### src/rtl/rr_grant_arbiter.sv
// Eight-way grant arbiter for one shared resource. Supports fixed-priority and
// round-robin selection, holds each grant until the owner releases it or drops
// its request, and can force a release after a programmable hold time.
module rr_grant_arbiter #(
   parameter int unsigned MAX_HOLD = 16, // 0 disables the hold timeout
   parameter int unsigned HOLD_W   = 5   // 2**HOLD_W must exceed MAX_HOLD
) (
   input  logic       clk,
   input  logic       rst_n,
   input  logic       en,
   input  logic       rr_mode,
   input  logic [7:0] req,
   input  logic       release_i,
   output logic [7:0] gnt,
   output logic [2:0] gnt_idx,
   output logic       gnt_valid,
   output logic       timeout
);

   typedef enum logic [0:0] {StIdle, StBusy} state_e;

   // Last hold count of a grant; only meaningful when the timeout is enabled.
   localparam logic [HOLD_W-1:0] HoldLast = HOLD_W'(MAX_HOLD - 1);

   state_e            state_q, state_d;
   logic [7:0]        gnt_q, gnt_d;
   logic [2:0]        gnt_idx_q, gnt_idx_d;
   logic              gnt_valid_q, gnt_valid_d;
   logic              timeout_q, timeout_d;
   logic [2:0]        rr_ptr_q, rr_ptr_d;
   logic [HOLD_W-1:0] hold_cnt_q, hold_cnt_d;

   logic [7:0] cand_mask;
   logic [2:0] cand;
   logic       pick_found;
   logic [2:0] pick_idx;
   logic       end_release;
   logic       end_drop;
   logic       end_hold;
   logic       end_grant;

   // Candidate selection; the current owner is excluded while busy so a
   // released or timed-out owner cannot immediately re-win against others.
   always_comb begin
      cand_mask  = (state_q == StBusy) ? (req & ~gnt_q) : req;
      cand       = 3'd0;
      pick_found = 1'b0;
      pick_idx   = 3'd0;
      for (int k = 0; k < 8; k++) begin
         cand = rr_mode ? (rr_ptr_q + 3'(k)) : 3'(k);
         if (!pick_found && cand_mask[cand]) begin
            pick_found = 1'b1;
            pick_idx   = cand;
         end
      end
   end

   // End-of-grant conditions for the current owner.
   always_comb begin
      end_release = release_i;
      end_drop    = ~req[gnt_idx_q];
      end_hold    = (MAX_HOLD != 0) && (hold_cnt_q == HoldLast);
      end_grant   = end_release | end_drop | end_hold;
   end

   // Next-state logic for the FSM, grant registers, pointer and hold counter.
   always_comb begin
      state_d     = state_q;
      gnt_d       = gnt_q;
      gnt_idx_d   = gnt_idx_q;
      gnt_valid_d = gnt_valid_q;
      timeout_d   = 1'b0;
      rr_ptr_d    = rr_ptr_q;
      hold_cnt_d  = hold_cnt_q;

      case (state_q)
         StIdle: begin
            if (en && pick_found) begin
               state_d     = StBusy;
               gnt_d       = 8'd1 << pick_idx;
               gnt_idx_d   = pick_idx;
               gnt_valid_d = 1'b1;
               rr_ptr_d    = pick_idx + 3'd1;
               hold_cnt_d  = '0;
            end
         end
         StBusy: begin
            if (end_grant) begin
               hold_cnt_d = '0;
               timeout_d  = end_hold & ~end_release & ~end_drop;
               if (en && pick_found) begin
                  // Hand over on the same edge: no idle bubble.
                  gnt_d       = 8'd1 << pick_idx;
                  gnt_idx_d   = pick_idx;
                  gnt_valid_d = 1'b1;
                  rr_ptr_d    = pick_idx + 3'd1;
               end else begin
                  state_d     = StIdle;
                  gnt_d       = 8'd0;
                  gnt_idx_d   = 3'd0;
                  gnt_valid_d = 1'b0;
               end
            end else if (hold_cnt_q != '1) begin
               // Saturate so a disabled timeout never wraps the counter.
               hold_cnt_d = hold_cnt_q + 1'b1;
            end
         end
         default: begin
            state_d     = StIdle;
            gnt_d       = 8'd0;
            gnt_idx_d   = 3'd0;
            gnt_valid_d = 1'b0;
         end
      endcase
   end

   // State and registered outputs; reset drops any grant immediately.
   always_ff @(posedge clk or negedge rst_n) begin
      if (!rst_n) begin
         state_q     <= StIdle;
         gnt_q       <= 8'd0;
         gnt_idx_q   <= 3'd0;
         gnt_valid_q <= 1'b0;
         timeout_q   <= 1'b0;
         rr_ptr_q    <= 3'd0;
         hold_cnt_q  <= '0;
      end else begin
         state_q     <= state_d;
         gnt_q       <= gnt_d;
         gnt_idx_q   <= gnt_idx_d;
         gnt_valid_q <= gnt_valid_d;
         timeout_q   <= timeout_d;
         rr_ptr_q    <= rr_ptr_d;
         hold_cnt_q  <= hold_cnt_d;
      end
   end

   assign gnt       = gnt_q;
   assign gnt_idx   = gnt_idx_q;
   assign gnt_valid = gnt_valid_q;
   assign timeout   = timeout_q;

endmodule

### config.mk
export PLATFORM = sky130hd
export DESIGN_NAME = rr_grant_arbiter
export DESIGN_NICKNAME = d
export VERILOG_FILES = /design/src/rtl/rr_grant_arbiter.sv
export SDC_FILE = /design/constraint.sdc
export NUM_CORES = 1
export LEC_CHECK = 0
export ABC_AREA = 1
export CORE_ASPECT_RATIO = 0.75
export CORE_UTILIZATION = 49
export DETAILED_ROUTE_END_ITERATION = 10
export HOLD_SLACK_MARGIN = 0.12
export PLACE_DENSITY = 0.73
export SLEW_MARGIN = 5
export SYNTH_ARGS = -nofsm -noshare
export SYNTH_HDL_FRONTEND = slang
export SYNTH_SLANG_ARGS = --single-unit
### constraint.sdc
create_clock -name clk -period 3.73 [get_ports clk]
set_clock_uncertainty 0.1 [all_clocks]
set_input_delay 1.119 -clock clk [delete_from_list [all_inputs] [get_ports clk]]
set_output_delay 1.119 -clock clk [all_outputs]
set_load 0.05 [all_outputs]
==> results.md, run 1 <==
* Worst-skew pair later-pin latency at 0.25 ns
* Pins Over Slew Limit at 0
* Reg2Reg Depth at 19
* Leak at 1.44 nW
* Die H at 58.8 um
* Arrival time worst endpoint at 3.56 ns
* Gr busiest metal: met2
* Avg Cell Area, Syn at 6.64 um^2
* CTS Buf Count at 3
* Final hold vios at 0
* Core Util, Final at 67.0%
* Measured slew at the worst slew-check pin at 0.509 ns
* First-pass GRT wire length at 10,200 um
* Core area at 4080 um^2
* Synthesized instance count at 318
* Initial Util at 51.7%
* Detailed Route Iter0 Violations at 194
* CTS tree: yes
* Ranking of synthesized cells by area: dfrtp_1 (26%), nand2_1 (19%), nand3_1 (14%)
* Nets at 405
* Worst-path fanout max at 3
* RePlAce Congestion at 0.927
* Outcome: complete, no violations
* YS warnings at 0
* Row Count at 20
* Fillers at 362
* Met3 global-route usage at 7.91%
* CTS root buffer: clkbuf_8
* H-tree depth at 1
* Setup WS post-layout at 0.241 ns
* Routed vias at 2,305
* Mapped Area at 2110 um^2
* Post-route ant nets at 0
* Post-layout min period at 3.49 ns
* Post-DP Area at 2680 um^2
* Initial antenna violation count at 0
* Worst Hold Path Cells at 2
* Syn Nets at 342
* CP startpoint kind: input port
* RSZ-0062 raised after global routing: false
* Post-synthesis sequential element count at 22
* DRC viols at 0
* Unique masters post-synth at 34
* Total Power at 2.25 mW
* RR Startpoint: rr_ptr_q[0]
* CP Data Required Time at 3.80 ns
* Max clock buf depth at 2
* Post-synth EDFFs at 0
* CTS sink count at 22
* Largest net degree at the start of global routing at 23
* Area of the die at 4580 um^2
* Commonest register cell after synthesis: dfrtp_1
* Synth async-reset ratio at 100%
* CP Class: input port to flop
* Seq/Total Area, Yosys at 26.1%
* Worst r2r dst: rr_ptr_q[2]
* Layout cells sized above 1 at 20.8%
* Tcrit/Tclk final at 93.5%
* Placed cell count at 430
* Biggest area consumer among synthesized cells: dfrtp_1
* Clock slew at reported path FFs at 0.07 ns
* Layout area overhead at 29.5%
* Dpl hpwl at 4740 um
* WHS Endpoint: hold_cnt_q[3]
* Worst Setup End Kind: flop
* Setup WS pre-CTS at -0.241 ns
* Top cell type's share of synthesized area at 26.1%
* Hold buffer count at CTS at 0
* M1 GR Usage at 42.1%
* Global-route met2 utilization at 44.2%
* Vias/cell at 5.31
* Worst min path class: flop to flop
* FF-to-FF setup slack at 0.66 ns
* First drt pass iteration count at 5
* Final setup vio count at 0
* Port bufs at 25
* GRT Util Overall at 28.8%
* Vias in the first global route at 2,170
* Power Density at 823 nW/um^2
* Routed len/inst at 13.4 um
* Hold path start: hold_cnt_q[3]
* Slew headroom at 66.0%
* Max VDD drop at 0.485 mV
* Finished Cell Area at 2730 um^2
* Routed WL at 5810 um
* Global route overflow at 0
* Max_cap viols at 0
* # diodes at 0
* IO Pins at 26
* Final cell count without fillers at 434
* Max Freq at 287 MHz
* Die X at 77.8 um
-- how the worst max path moves through the flow --
stage / start / to / slack, ns
floorplan: rr_mode / rr_ptr_q[2] / 0.52
global placement: rr_mode / rr_ptr_q[2] / -0.14
detailed placement: rr_mode / rr_ptr_q[2] / -0.24
CTS: rr_mode / rr_ptr_q[2] / 0.01
global route: req[7] / rr_ptr_q[2] / 0.08
finish: req[7] / rr_ptr_q[2] / 0.24
-- cells in the mapped netlist, types with 2 or more instances --
cell type  count
nand4_1        7
dfrtp_1       22
a21oi_2        2
a21oi_1        4
o21ai_0        6
nand2_2       14
nor2_1        21
nand3_1       57
nor2_4         2
ha_1          11
nand3_2        4
inv_1         27
o21ai_1        4
nand2_1      108
nand4_4        2
mux2_2         2
nand2_4        3
inv_2          5
nor3_1         2
-- power by group --
group / switching, mW / total, mW / internal [mW]
clock: 0.0676 / 0.139 / 0.0718
sequential: 0.0891 / 0.392 / 0.303
combinational: 1.05 / 1.72 / 0.664
-- kinds of logic after synthesis --
family,count (synthesis),synth area share (%)
and+or+nand+nor,227,53.3
xor gates and xnor gates,1,0.415
buffers and inverters,36,7.17
muxes,3,1.54
AOI/OAI and AO/OA,18,4.92
adders and majority gates,11,6.52
DFF,22,26.1
-- cells in the final DEF (no fill, tap or decap), types with 3 or more instances in the layout --
| cell type | n |
|---|---|
| nand3_1 | 57 |
| inv_1 | 27 |
| o21ai_0 | 6 |
| inv_2 | 5 |
| o21ai_1 | 4 |
| nand2_2 | 14 |
| nor2_1 | 20 |
| buf_4 | 34 |
| nand2_4 | 3 |
| ha_1 | 11 |
| nand3_2 | 4 |
| clkdlybuf4s50_1 | 24 |
| clkbuf_8 | 3 |
| dfrtp_1 | 22 |
| nand2_1 | 108 |
| nand4_1 | 7 |
| a21oi_1 | 4 |
-- stage by stage --
step	setup TNS [ns]	hold WS (ns)
finish	0	0.379
global route	0	0.412
CTS	0	0.382
detailed placement	-1.37	0.367
global placement	-0.747	0.360
floorplan	0	0.342
-- registers in the layout, indices dropped and copies added, names as in the netlist --
| signal | flops |
|---|---|
| hold_cnt_q | 5 |
| timeout | 1 |
| gnt_idx | 3 |
| gnt_valid | 1 |
| state_q | 1 |
| gnt | 8 |
| rr_ptr_q | 3 |
-- per-layer routing --
layer,wire (um),part of all wire (%),vias up
met5,0,0,-
met4,8,0.14,0
met3,429,7.4,2
met2,2370,41,86
met1,3000,52,1055
li1,-,-,1162
-- worst max-delay path: stages --
cell and delay (ns):
clkdlybuf4s50_1 0.52, nand2_1 0.08, nand2_1 0.11, nand2_1 0.09, nand2_1 0.09, nand2_1 0.05
nor2_1 0.21, a21oi_2 0.08, inv_1 0.12, nand3_1 0.11, nand2_1 0.07, inv_1 0.04
nand3_1 0.11, nand2_2 0.07, inv_1 0.07, ha_1 0.19, ha_1 0.25, o21ai_0 0.17
-- area by class of cell --
type / count / area (um^2) / area share [%]
Timing Repair Buffer: 60 / 528 / 19.3
Inverter: 34 / 133 / 4.85
Sequential cell: 22 / 551 / 20.1
Multi-Input combinational cell: 260 / 1410 / 51.6
Clock buffer: 3 / 41.3 / 1.51
Tap cell: 55 / 68.8 / 2.52
-- repair_timing --
| item | in CTS | in global routing |
|---|---|---|
| pin swaps | 0 | 1 |
| cloned | 0 | 0 |
| resized for setup | 1 | 1 |
| setup buffers | 0 | 1 |
| endpoints found under the setup margin | 1 | 10 |
Power figures use the tool's default switching activity.
==> run 2: changes to the inputs <==
ABC_AREA = unset   (was 1)
==> run 2 against run 1 <==
  * Synthesized cell count decreased by 38%
  * Flip-flop and latch count unchanged
  * Sequential share of layout area decreased by 0.43 points
  * Critical path type unchanged
  * Largest cell class unchanged
  * Largest power group unchanged
==> results.md, run 2 <==
* DRC viols at 0 (unchanged)
* Hold WS at 0.382 ns (+0.00258 ns)
* Avg Cell Area, Syn at 9.84 um^2 (+48%)
* CP top delay family: compound AO/OA/AOI/OAI gates
* Layout area overhead at 44.0%
* Routed len/inst at 18.3 um (+37%)
* CTS sink count at 22 (unchanged)
* Max reg flops at 8 (unchanged)
* Final cell count without fillers at 322 (-26%)
* Max clock buf depth at 2 (unchanged)
* Slowest stage cell, crit path: mux4_2
* Vias in the first global route at 1,833 (-16%)
* RSZ-0062 raised after global routing: false
* Biggest area consumer among synthesized cells: dfrtp_1
* Routed WL at 5910 um (+1.8%)
* Area of the die at 4220 um^2 (-7.9%)
* Commonest non-fill, non-tap cell in the layout: buf_4
* First-pass GRT wire length at 9290 um (-9.0%)
* H-tree depth at 1 (unchanged)
* Measured slew at the worst slew-check pin at 0.990 ns (+0.482 ns)
* Fillers at 285 (-21%)
* IO Pins at 26 (unchanged)
* CTS root buffer: clkbuf_8
* Commonest register cell after synthesis: dfrtp_1
* Largest net degree at the start of global routing at 23 (unchanged)
* Max_cap viols at 0 (unchanged)
* Final setup vio count at 0 (unchanged)
* Worst-skew pair later-pin latency at 0.26 ns (about the same)
* Max Freq at 278 MHz (-3.1%)
* Post-synth EDFFs at 0 (unchanged)
* Post-layout min period at 3.60 ns (+0.113 ns)
* Initial Util at 52.0% (+0.21 points)
* CTS Buf Count at 3 (unchanged)
* Worst Setup End Kind: flop
* Max VDD drop at 0.594 mV (+22%)
* Post-synthesis sequential element count at 22 (unchanged)
* Nets at 295 (-27%)
* Unique masters post-synth at 47 (+38%)
* YS warnings at 0 (unchanged)
* Worst min path class: flop to flop
* CP Cell Sequence: buf_2, and2_4, mux4_2, mux2_4, o2111ai_4, o21ai_1, a221oi_2, o21ai_2, ha_2, ha_4, a22o_1
* Die H at 56.5 um (-4.0%)
* Port bufs at 25 (unchanged)
* Routed vias at 1,911 (-17%)
* Die X at 74.6 um (-4.0%)
* Tcrit/Tclk final at 96.6% (+3.0 points)
* Largest stage delay, worst path at 0.53 ns (about the same)
* Synth async-reset ratio at 100% (unchanged)
* Top cell type's share of synthesized area at 28.4% (+2.3 points)
* Most frequent cells in the layout: buf_4 (50), dfrtp_1 (22), nand2_1 (17), clkdlybuf4s50_1 (16), nor2_1 (12)
* Seq/Total Area, Yosys at 28.4% (+2.3 points)
* First drt pass iteration count at 4 (-1)
* Clock slew at reported path FFs at 0.08 ns (about the same)
* Synthesized instance count at 197 (-38%)
* Leak at 1.28 nW (-12%)
* Setup WS post-layout at 0.128 ns (-0.113 ns)
* Detailed Route Iter0 Violations at 151 (-22%)
* Post-route ant nets at 0 (unchanged)
* Mapped Area at 1940 um^2 (-8.1%)
* Total Power at 2.65 mW (+18%)
* Global route overflow at 0 (unchanged)
* CP Data Required Time at 3.79 ns (about the same)
* TNS Setup at 0 ns (unchanged)
* Vias/cell at 5.93 (+12%)
* Final hold vios at 0 (unchanged)
* Arrival time worst endpoint at 3.66 ns (+0.10 ns)
* Pins Over Slew Limit at 0 (unchanged)
* Ranking of synthesized cells by area: dfrtp_1 (28%), mux4_2 (12%), ha_1 (7.1%)
* Crit path buf inv count at 1 (-3)
* Outcome: complete, no violations
* Placed cell count at 309 (-28%)
* GRT Util Overall at 29.4% (+0.51 points)
* Most common cell in the netlist: dfrtp_1
* Dpl hpwl at 4430 um (-6.6%)
* CTS tree: yes
* Setup WS pre-CTS at -0.652 ns (-0.412 ns)
* RePlAce Congestion at 0.904 (-2.5%)
* CP startpoint kind: input port
* Initial antenna violation count at 0 (unchanged)
* Row Count at 19 (-5.0%)
* Power Density at 950 nW/um^2 (+15%)
* # diodes at 0 (unchanged)
* Syn Nets at 221 (-35%)
* Core area at 3730 um^2 (-8.5%)
* Worst-path fanout max at 7 (+4)
* Post-synth top cells: dfrtp_1 (22), nand2_1 (20), nor2_1 (13)
* Layout cells sized above 1 at 41.1% (+20 points)
* Slew headroom at 33.8% (-32 points)
* CP Class: input port to flop
[run 2: changes by cell type in the layout (fill, tap and decap cells not counted), moves of 6 or more]
cell             change
nand4_1              -6
nand2_1             -91
buf_4               +16
a21bo_2              +6
nand3_1             -56
clkbuf_2             +8
nand2_2             -11
inv_1               -19
a22o_1               +6
nor2_1               -8
mux4_2              +10
clkdlybuf4s50_1      -8
[run 2: per-layer routing]
metal	routed length, um	GRT usage [%]	up-vias
li1	-	-	887
met1	2700	44.0	951
met2	2860	45.0	67
met3	315	5.39	6
met4	40	4.31	0
met5	0	0	-
[run 2: final timing paths]
path / from / endpoint / slack [ns] / cells past startpoint
max in group asynchronous: rst_n / gnt[5] / 1.63 / 1
setup / recovery: rr_mode / gnt[3] / 0.13 / 11
min in group asynchronous: rst_n / hold_cnt_q[3] / 1.29 / 1
hold / removal: gnt_valid / gnt_valid / 0.38 / 1
hold reg to reg: gnt_valid / gnt_valid / 0.38 / 1
setup reg to reg: rr_ptr_q[0] / gnt[3] / 0.16 / 12
[run 2: final cells by class]
cell class | count | area (um^2) | area share, %
Inverter | 8 | 30.0 | 1.08
Clock buffer | 3 | 41.3 | 1.48
Multi-Input combinational cell | 157 | 1440 | 51.6
Sequential cell | 22 | 551 | 19.7
Tap cell | 52 | 65.1 | 2.33
Clock inverter | 1 | 30.0 | 1.08
Timing Repair Buffer | 79 | 634 | 22.7
[run 2: logic make-up after synthesis]
| family | count (synthesis) | share of synthesized area (%) |
|---|---|---|
| AO/OA/AOI/OAI | 66 | 26.8 |
| XOR/XNOR | 3 | 1.36 |
| adder cells (fa/ha/maj) | 11 | 7.10 |
| buffers and inverters | 18 | 4.58 |
| flip-flops | 22 | 28.4 |
| multiplexers | 20 | 17.6 |
| AND/OR/NAND/NOR | 57 | 14.1 |
[run 2: power breakdown]
group          internal [mW]  switching, mW
Sequential             0.316          0.128
Clock                  0.143         0.0783
Combinational          0.942           1.05
Total                   1.40           1.25
[run 2: per-stage QoR]
stage	utilization [%]	area [um^2]
6_report	74.8	2790
5_1_grt	74.8	2790
2_1_floorplan	-	1980
3_5_place_dp	68.9	2570
4_1_cts	72.7	2710
3_3_place_gp	68.9	2570
[run 2: what timing repair did]
action                                  in CTS  in global routing
pin swaps                                    7                  9
endpoints found under the setup margin      20                 16
gates cloned                                 0                  0
resized for setup                           21                 31
hold buffers                                 0                  0
buffers inserted                             4                  5
